**src/rtl/collapse_sched_pkg.sv**
```systemverilog
// Shared types for the collapse-register key scheduler.
// Slot lifecycle, controller states and key width.
package collapse_sched_pkg;

   localparam int KEY_W = 8;

   typedef enum logic [1:0] {
      SLOT_EMPTY,
      SLOT_ARMED,
      SLOT_SPENT,
      SLOT_DEAD
   } slot_state_t;

   typedef enum logic [1:0] {
      S_IDLE,
      S_PROV,
      S_READ,
      S_RESP
   } sched_state_t;

endpackage

```
**src/rtl/collapse_key_scheduler_rr_arbiter.sv**
```systemverilog
// Round-robin arbiter: the pointer marks the highest-priority requester.
// The pointer moves past the grantee only when the caller commits a grant.
module rr_arbiter #(
   parameter  int N  = 2,
   localparam int IW = (N > 1) ? $clog2(N) : 1
) (
   input  logic          clk,
   input  logic          reset,
   input  logic [N-1:0]  req,
   input  logic          advance,
   output logic [N-1:0]  gnt,
   output logic [IW-1:0] gnt_idx
);

   logic [IW-1:0] ptr_q;
   logic [IW-1:0] ptr_d;
   logic          found;

   // Scan from the pointer upwards, then wrap to the low indices.
   always_comb begin
      gnt     = '0;
      gnt_idx = '0;
      found   = 1'b0;
      for (int j = 0; j < N; j++) begin
         if (!found && req[j] && (j >= int'(ptr_q))) begin
            found   = 1'b1;
            gnt[j]  = 1'b1;
            gnt_idx = IW'(j);
         end
      end
      for (int j = 0; j < N; j++) begin
         if (!found && req[j]) begin
            found   = 1'b1;
            gnt[j]  = 1'b1;
            gnt_idx = IW'(j);
         end
      end
   end

   // Next pointer is the grantee plus one, wrapping at N.
   always_comb begin
      ptr_d = ptr_q;
      if (advance) begin
         if (gnt_idx == IW'(N - 1)) begin
            ptr_d = '0;
         end else begin
            ptr_d = gnt_idx + IW'(1);
         end
      end
   end

   // Pointer register.
   always_ff @(posedge clk) begin
      if (reset) begin
         ptr_q <= '0;
      end else begin
         ptr_q <= ptr_d;
      end
   end

endmodule

```
**src/rtl/collapse_key_scheduler.sv**
```systemverilog
// Provisions read-once key slots and serves key requests round-robin.
// Each slot is read at most once; spent and dead slots stay retired.
module collapse_key_scheduler
   import collapse_sched_pkg::*;
#(
   parameter  int NUM_SLOTS = 4,
   parameter  int NUM_REQ   = 2,
   localparam int SW = $clog2(NUM_SLOTS),
   localparam int IW = (NUM_REQ > 1) ? $clog2(NUM_REQ) : 1,
   localparam int CW = $clog2(NUM_SLOTS + 1)
) (
   input  logic                       clk,
   input  logic                       reset,
   input  logic                       prov_valid,
   input  logic [KEY_W-1:0]           prov_data,
   output logic                       prov_ready,
   input  logic [NUM_REQ-1:0]         req_valid,
   output logic [NUM_REQ-1:0]         req_ready,
   output logic                       resp_valid,
   input  logic                       resp_ready,
   output logic [KEY_W-1:0]           resp_data,
   output logic [IW-1:0]              resp_id,
   output logic [SW-1:0]              resp_slot,
   output logic                       resp_err,
   output logic [NUM_SLOTS-1:0]       slot_init,
   output logic [KEY_W-1:0]           slot_entropy,
   output logic [NUM_SLOTS-1:0]       slot_read,
   input  logic [KEY_W*NUM_SLOTS-1:0] slot_key,
   input  logic [NUM_SLOTS-1:0]       slot_oe,
   output logic [CW-1:0]              armed_count,
   output logic                       busy
);

   sched_state_t state_q, state_d;
   slot_state_t  slot_q [NUM_SLOTS];
   slot_state_t  slot_d [NUM_SLOTS];

   logic [SW-1:0]        tgt_q, tgt_d;
   logic [IW-1:0]        id_q, id_d;
   logic [NUM_SLOTS-1:0] slot_init_q, slot_init_d;
   logic [NUM_SLOTS-1:0] slot_read_q, slot_read_d;
   logic [KEY_W-1:0]     slot_entropy_q, slot_entropy_d;
   logic                 resp_valid_q, resp_valid_d;
   logic [KEY_W-1:0]     resp_data_q, resp_data_d;
   logic [IW-1:0]        resp_id_q, resp_id_d;
   logic [SW-1:0]        resp_slot_q, resp_slot_d;
   logic                 resp_err_q, resp_err_d;
   logic [CW-1:0]        armed_count_q, armed_count_d;

   logic [KEY_W-1:0]     key_arr [NUM_SLOTS];
   logic                 armed_any, empty_any;
   logic [SW-1:0]        armed_idx, empty_idx;
   logic                 rd_go, prov_go;
   logic [NUM_REQ-1:0]   arb_gnt;
   logic [IW-1:0]        arb_idx;

   // Split the packed key bus into one fragment per slot.
   always_comb begin
      for (int k = 0; k < NUM_SLOTS; k++) begin
         key_arr[k] = slot_key[k*KEY_W +: KEY_W];
      end
   end

   // Lowest-index ARMED and EMPTY slots; scanning downwards keeps the lowest.
   always_comb begin
      armed_any = 1'b0;
      armed_idx = '0;
      empty_any = 1'b0;
      empty_idx = '0;
      for (int k = NUM_SLOTS - 1; k >= 0; k--) begin
         if (slot_q[k] == SLOT_ARMED) begin
            armed_any = 1'b1;
            armed_idx = SW'(k);
         end
         if (slot_q[k] == SLOT_EMPTY) begin
            empty_any = 1'b1;
            empty_idx = SW'(k);
         end
      end
   end

   // Reads win over provisioning; no handshake is offered during reset.
   always_comb begin
      rd_go   = !reset && (state_q == S_IDLE) &&
                (|req_valid) && armed_any;
      prov_go = !reset && (state_q == S_IDLE) && !rd_go &&
                prov_valid && empty_any;
   end

   rr_arbiter #(
      .N (NUM_REQ)
   ) u_arb (
      .clk     (clk),
      .reset   (reset),
      .req     (req_valid),
      .advance (rd_go),
      .gnt     (arb_gnt),
      .gnt_idx (arb_idx)
   );

   // Controller next state, strobe launch and response capture.
   always_comb begin
      state_d        = state_q;
      tgt_d          = tgt_q;
      id_d           = id_q;
      slot_d         = slot_q;
      slot_init_d    = '0;
      slot_read_d    = '0;
      slot_entropy_d = '0;
      resp_valid_d   = resp_valid_q;
      resp_data_d    = resp_data_q;
      resp_id_d      = resp_id_q;
      resp_slot_d    = resp_slot_q;
      resp_err_d     = resp_err_q;
      unique case (state_q)
         S_IDLE: begin
            if (rd_go) begin
               state_d                = S_READ;
               tgt_d                  = armed_idx;
               id_d                   = arb_idx;
               slot_read_d[armed_idx] = 1'b1;
            end else if (prov_go) begin
               state_d                = S_PROV;
               tgt_d                  = empty_idx;
               slot_init_d[empty_idx] = 1'b1;
               slot_entropy_d         = prov_data;
            end
         end
         S_PROV: begin
            slot_d[tgt_q] = SLOT_ARMED;
            state_d       = S_IDLE;
         end
         S_READ: begin
            resp_valid_d = 1'b1;
            resp_id_d    = id_q;
            resp_slot_d  = tgt_q;
            if (slot_oe[tgt_q]) begin
               resp_data_d   = key_arr[tgt_q];
               resp_err_d    = 1'b0;
               slot_d[tgt_q] = SLOT_SPENT;
            end else begin
               resp_data_d   = '0;
               resp_err_d    = 1'b1;
               slot_d[tgt_q] = SLOT_DEAD;
            end
            state_d = S_RESP;
         end
         S_RESP: begin
            if (resp_ready) begin
               resp_valid_d = 1'b0;
               resp_data_d  = '0;
               resp_id_d    = '0;
               resp_slot_d  = '0;
               resp_err_d   = 1'b0;
               state_d      = S_IDLE;
            end
         end
         default: begin
            state_d = S_IDLE;
         end
      endcase
   end

   // Count ARMED slots of the next table so the output tracks one edge later.
   always_comb begin
      armed_count_d = '0;
      for (int k = 0; k < NUM_SLOTS; k++) begin
         if (slot_d[k] == SLOT_ARMED) begin
            armed_count_d = armed_count_d + CW'(1);
         end
      end
   end

   // State, slot table and registered outputs.
   always_ff @(posedge clk) begin
      if (reset) begin
         state_q        <= S_IDLE;
         tgt_q          <= '0;
         id_q           <= '0;
         slot_init_q    <= '0;
         slot_read_q    <= '0;
         slot_entropy_q <= '0;
         resp_valid_q   <= 1'b0;
         resp_data_q    <= '0;
         resp_id_q      <= '0;
         resp_slot_q    <= '0;
         resp_err_q     <= 1'b0;
         armed_count_q  <= '0;
         for (int k = 0; k < NUM_SLOTS; k++) begin
            slot_q[k] <= SLOT_EMPTY;
         end
      end else begin
         state_q        <= state_d;
         tgt_q          <= tgt_d;
         id_q           <= id_d;
         slot_init_q    <= slot_init_d;
         slot_read_q    <= slot_read_d;
         slot_entropy_q <= slot_entropy_d;
         resp_valid_q   <= resp_valid_d;
         resp_data_q    <= resp_data_d;
         resp_id_q      <= resp_id_d;
         resp_slot_q    <= resp_slot_d;
         resp_err_q     <= resp_err_d;
         armed_count_q  <= armed_count_d;
         for (int k = 0; k < NUM_SLOTS; k++) begin
            slot_q[k] <= slot_d[k];
         end
      end
   end

   assign req_ready    = rd_go ? arb_gnt : '0;
   assign prov_ready   = prov_go;
   assign slot_init    = slot_init_q;
   assign slot_read    = slot_read_q;
   assign slot_entropy = slot_entropy_q;
   assign resp_valid   = resp_valid_q;
   assign resp_data    = resp_data_q;
   assign resp_id      = resp_id_q;
   assign resp_slot    = resp_slot_q;
   assign resp_err     = resp_err_q;
   assign armed_count  = armed_count_q;
   assign busy         = (state_q != S_IDLE);

endmodule

```
**config.mk**
```make
export PLATFORM = sky130hd
export DESIGN_NAME = collapse_key_scheduler
export DESIGN_NICKNAME = d
export VERILOG_FILES = /design/src/rtl/collapse_sched_pkg.sv /design/src/rtl/collapse_key_scheduler_rr_arbiter.sv /design/src/rtl/collapse_key_scheduler.sv
export SDC_FILE = /design/constraint.sdc
export NUM_CORES = 1
export LEC_CHECK = 0
export ABC_AREA = 1
export CAP_MARGIN = 20
export CORE_MARGIN = 1.5
export CORE_UTILIZATION = 48
export DETAILED_ROUTE_END_ITERATION = 12
export PLACE_DENSITY = 0.89
export SLEW_MARGIN = 5
export SYNTH_ARGS = -nofsm -noshare
export SYNTH_HDL_FRONTEND = slang
export SYNTH_SLANG_ARGS = --single-unit
```
**constraint.sdc**
```tcl
create_clock -name clk -period 7.5 [get_ports clk]
set_clock_uncertainty 0.15 [all_clocks]
set_input_delay 1.5 -clock clk [delete_from_list [all_inputs] [get_ports clk]]
set_output_delay 1.5 -clock clk [all_outputs]
set_load 0.02 [all_outputs]
```
# Word-level counts from Yosys, hierarchy flattened
# Cells that the tools add are included.
# op_classes
n_addsub,4
magnitude_cmp,8
eq_ne,13
mux,58
bitwise,11
n_reduce_logical,33
# op_table
op,count
8-bit two-way mux,5
8-bit case mux with 2 select lines,2
2-bit two-way mux,15
1-bit two-way mux,23
2-bit by 1-bit equality test with 1-bit output (second input constant),9
8-bit binary-select mux with 2-bit select,1
1-bit logical AND,13
2-bit logical NOT,5
3-bit by 1-bit adder with 3-bit output (second input constant),3
2-bit by 3-bit less-than comparator with 1-bit output (second input constant),3
3-bit two-way mux,3
4-bit bitwise AND,2
4-bit NOT,2
4-bit bitwise OR,2
8-bit bitwise OR,1
2-bit case mux with 4 select lines,1
2-bit AND reduction,4
1-bit case mux with 2 select lines,3
2-bit nonzero test,3
1-bit logical NOT,5
1-bit demux with 2-bit select,2
2-bit demux with 2-bit select,1
2-bit equality test (second input constant),2
2-bit by 1-bit >= comparator with 1-bit output (second input constant),2
13 further kinds,15
# word_totals
ff_bits,46
inputBits,50
out_inout_bits,36
wordCells,144

# Logic depth before layout (Yosys ltp)
# logic_depth
word_depth,17
depth_mapped,21
depth_no_buf,21

# Modules after synthesis
# A second synthesis with hierarchy kept.
# unflattened
hier_cells,339
hier_area_um2,2270.9
# by_module_without_submodules
module,n_inst,cells_per_inst,area_per_inst_um2,seq_area_each_um2
collapse_key_scheduler,1,328,2200.9,900.9
rr_arbiter,1,11,70.1,20.0

# Least setup slack after synthesis
# OpenSTA, ideal clock, no wires.
# synth_timing
kind,input port to output port
start,in reset
end,out req_ready[0]
arrival_time_ns,2.431
required_time_ns,5.850
slack_ns,3.419
stages,5
n_path_buf,2
path_cell_list,buf_2 nor3_1 nand2_1 buf_2 nor2_1
# synth_via
elab_chain_len,5
# synth_rtl
element,line_no,source
from (decl),collapse_key_scheduler.sv:13,"input logic reset,"
1-bit logical NOT,collapse_key_scheduler.sv:84,rd_go = !reset && (state_q == S_IDLE) &&
1-bit logical AND (2 in a row),collapse_key_scheduler.sv:84,
1-bit logical AND,collapse_key_scheduler.sv:85,(|req_valid) && armed_any;
2-bit two-way mux,collapse_key_scheduler.sv:211,assign req_ready = rd_go ? arb_gnt : '0;
to (decl),collapse_key_scheduler.sv:18,"output logic [NUM_REQ-1:0] req_ready,"
# Every way passes these cells.

# Final worst setup path
# layout_timing
start,in reset
end,out prov_ready
# layout_via
elab_chain_len,8
# layout_rtl
element,line_no,source
1-bit logical NOT *,"collapse_key_scheduler.sv:84, collapse_key_scheduler.sv:86",
1-bit logical AND *,"collapse_key_scheduler.sv:84, collapse_key_scheduler.sv:86",
1-bit logical AND,collapse_key_scheduler.sv:84,
1-bit logical AND,collapse_key_scheduler.sv:85,
1-bit logical NOT,collapse_key_scheduler.sv:86,prov_go = !reset && (state_q == S_IDLE) && !rd_go &&
1-bit logical AND * (2 in a row),collapse_key_scheduler.sv:86,
1-bit logical AND *,collapse_key_scheduler.sv:87,prov_valid && empty_any;
to (decl),collapse_key_scheduler.sv:16,"output logic prov_ready,"
# Every way passes the cells marked *; elsewhere a longest branch is shown, timed or not.

==> out/metrics.cfg <==
[outcome]
outcome = finished clean

[synth]
netlist_top_cells_area = dfxtp_1, nand2_1, inv_1
yosys.cell_types.count = 25
synthesis.nets = 395
ys.warnings.count = 0
netlist_area_um2 = 2312
synth_top_cell_area_share_pct = 39.83
ys_seq_elements = 46
yosys.area.top_type = dfxtp_1
seq_area_frac_synth_pct = 39.83
netlist_instances = 337
synth_area_per_cell_um2 = 6.861

[global_routing]
largest_net_degree_at_the_start_of_global_routing = 26
grtUsageTotal_pct = 22.91
wire_length_of_the_first_global_routing_pass_mm = 9.480
via_count_of_the_first_global_routing_pass = 2217
antenna_found_initial = 0
grt_overflow_total = 0

[pwr]
static-leakage-power_nw = 1.490
cellInternalPower_mw = 0.5782
vdd_ir_drop_max_uv = 248.5
sequentialPowerShare_pct = 30.2
reported_net_switching_power_mw = 0.4205
sw_frac_of_total_pct = 42.10
p_clk_share_pct = 18.6
power_density_nw_per_um2 = 300.1
p_comb_share_pct = 51.2

[timing]
report.final.slew_viol_count = 0
fin_tns_setup_ps = 0
setup_repair_after_global_routing_missed_its_margin = false
finalHoldViolCount = 0
post_layout_minimum_cycle_time_ps = 5429
max_freq_mhz = 184.2
worst-slew-pin-transition_ps = 792.6
final.period_utilization_pct = 72.39
max_slew_margin_vs_limit_pct = 46.96
setup_violations = 0

[place]
gp_congestion = 0.8042
io_buffers = 85
dp.final_hpwl_mm = 4.487

[cells_and_area]
layout.area.seq_um2 = 920.9
fillers = 395
flow.area_growth_from_synthesis_pct = 43.94
antenna_cells = 0
final_layout_size_suffix_gt1_share_pct = 9.412
utilization_of_the_core_after_routing_pct = 70.93
multi_input_gate_area_um2 = 1146
final_nets = 482

[clock_tree]
cts.path.max_buffers = 2
postCtsSetupBuffers = 0
number_of_gates_resized_after_cts = 0
ctsHtreeMaxLevel = 2
root_buffer = clkbuf_8
cts.sink_count = 46
tritoncts.num_buffers = 5
cts_hold_buffers = 0
clock_latency_of_the_later_clocked_register_in_the_worst_skew_pair_ps = 300
clkTransAtPathRegs_ps = 90
tritoncts = yes

[route]
totalWireLength_mm = 5.738
drcViolationCount = 0
route.detailed.vias_per_inst = 4.898
drt_pre_antenna_iters = 4
vias = 2346
detail_route.wirelength.met1_mm = 2.462
drtAntennaViolNets = 0
met2_wirelength_mm = 2.933
routed_wire_length_per_instance_um = 11.98
highest_layer = met4
drtIter0Drc = 143
routed-wl-met3_um = 217

[floorplanning]
initial_core_util_pct = 49.28
die_footprint_um2 = 5242
dieHeight_um = 72.41
die_x_extent_um = 72.41
io-pin-count = 86
row_count = 25
coreArea_um2 = 4692

[flow_run]
maxCapViolations = 0

[worst_setup_path]
critical_path_arrival_ps = 3780
setup.worst_path.start_class = input pin
critical_path.endpoint_type = primary output
cp_class = input pin to primary output
regToRegSetupSlack_ps = 4460
critical_path_peak_fanout = 25
required_time_at_the_endpoint_of_the_critical_path_ps = 5850

[min_path]
hold_class = register to register

==> power groups by stage <==
stage / sequential (mW) / combinational, mW / clock (mW)
after floorplan: 0.325 / 0.347 / 0
after global placement: 0.306 / 0.496 / 0
after detailed placement: 0.308 / 0.506 / 0
after CTS: 0.302 / 0.512 / 0.187
after global routing: 0.305 / 0.577 / 0.194
final: 0.302 / 0.511 / 0.185
==> worst max-delay path, stage by stage <==
cell             delay [ps]
clkdlybuf4s50_1         460
buf_4                   270
nor3_1                  110
nand2_1                 330
nand2_1                 210
nor2_1                  240
clkdlybuf4s50_1         660
==> state kept, by name (all words and copies together) (netlist names) <==
signal	flops
armed_count	3
id_q	1
resp_data	8
resp_err	1
resp_id	1
resp_slot	2
resp_valid	1
slot_entropy	8
slot_init	4
slot_q	8
slot_read	4
state_q	2
tgt_q	2
u_arb.ptr_q	1
==> cell usage in the layout (no fill, tap or decap) <==
master / count
o211ai_1: 1
o21ai_0: 8
nand2_4: 3
a21oi_2: 1
nor3_1: 7
nand2_2: 6
inv_2: 8
ha_1: 8
nor2_2: 6
a22oi_1: 9
clkinv_2: 2
nor2_4: 2
clkdlybuf4s50_1: 85
nand4_1: 2
o21a_1: 1
dfxtp_1: 46
clkbuf_8: 5
nand3_1: 24
nor2_1: 42
inv_1: 48
inv_6: 1
nand3b_1: 1
a21oi_1: 23
bufinv_16: 1
nand2_1: 76
nand3_2: 3
o21ai_1: 4
buf_4: 2
==> routing by layer <==
| metal | up-vias | track usage [%] |
|---|---|---|
| met2 | 52 | 40.43 |
| met3 | 17 | 4.722 |
| met4 | 0 | 8.805 |
| li1 | 1231 | - |
| met5 | - | 0 |
| met1 | 1046 | 27.29 |
==> cells in the mapped netlist, drive strengths merged <==
master  count
o211ai      1
o21ai      12
a21oi      24
a22oi       9
nand3b      1
o21a        1
nor3        7
ha          8
nand4       2
clkinv      1
clkbuf      4
buf         3
nand3      27
nand2      85
dfxtp      46
nor2       50
inv        56
==> logic make-up (layout without fill, tap and decap cells) <==
family | Yosys count | count (layout) | synth area share (%)
buffers and inverters | 64 | 152 | 10.61
adder cells (fa/ha/maj) | 8 | 8 | 4.329
AND/OR/NAND/NOR | 172 | 172 | 33.71
AO/OA/AOI/OAI | 47 | 47 | 11.53
flip-flops | 46 | 46 | 39.83
==> cell type report <==
class | instances | share of cell area, %
Clock buffer | 5 | 2.068
Clock inverter | 3 | 1.316
Inverter | 57 | 6.466
Multi-Input combinational cell | 227 | 34.44
Sequential cell | 46 | 27.67
Tap cell | 54 | 2.030
Timing Repair Buffer | 87 | 26.02
==> path summary, 6_finish.rpt <==
path | from | to | cells after the start
setup / recovery | reset | prov_ready | 7
hold / removal | resp_id | resp_id | 2
setup reg to reg | tgt_q[0] | armed_count[1] | 18
hold reg to reg | resp_id | resp_id | 2
==> metrics by stage <==
| stage | hold WS, ps | instances | setup WS (ps) | instance area, um^2 | total power [mW] |
|---|---|---|---|---|---|
| 3_3_place_gp | 302.4 | 471 | 2167 | 3216 | 0.8020 |
| 4_1_cts | 316.2 | 479 | 2087 | 3328 | 1.001 |
| 6_report | 312.6 | 479 | 2071 | 3328 | 0.9987 |
| 3_5_place_dp | 302.5 | 471 | 2112 | 3216 | 0.8141 |
| 2_1_floorplan | 294.7 | 337 | 3419 | 2312 | 0.6721 |
| 5_1_grt | 338.3 | 479 | 1897 | 3328 | 1.077 |
Power figures use the tool's default switching activity.
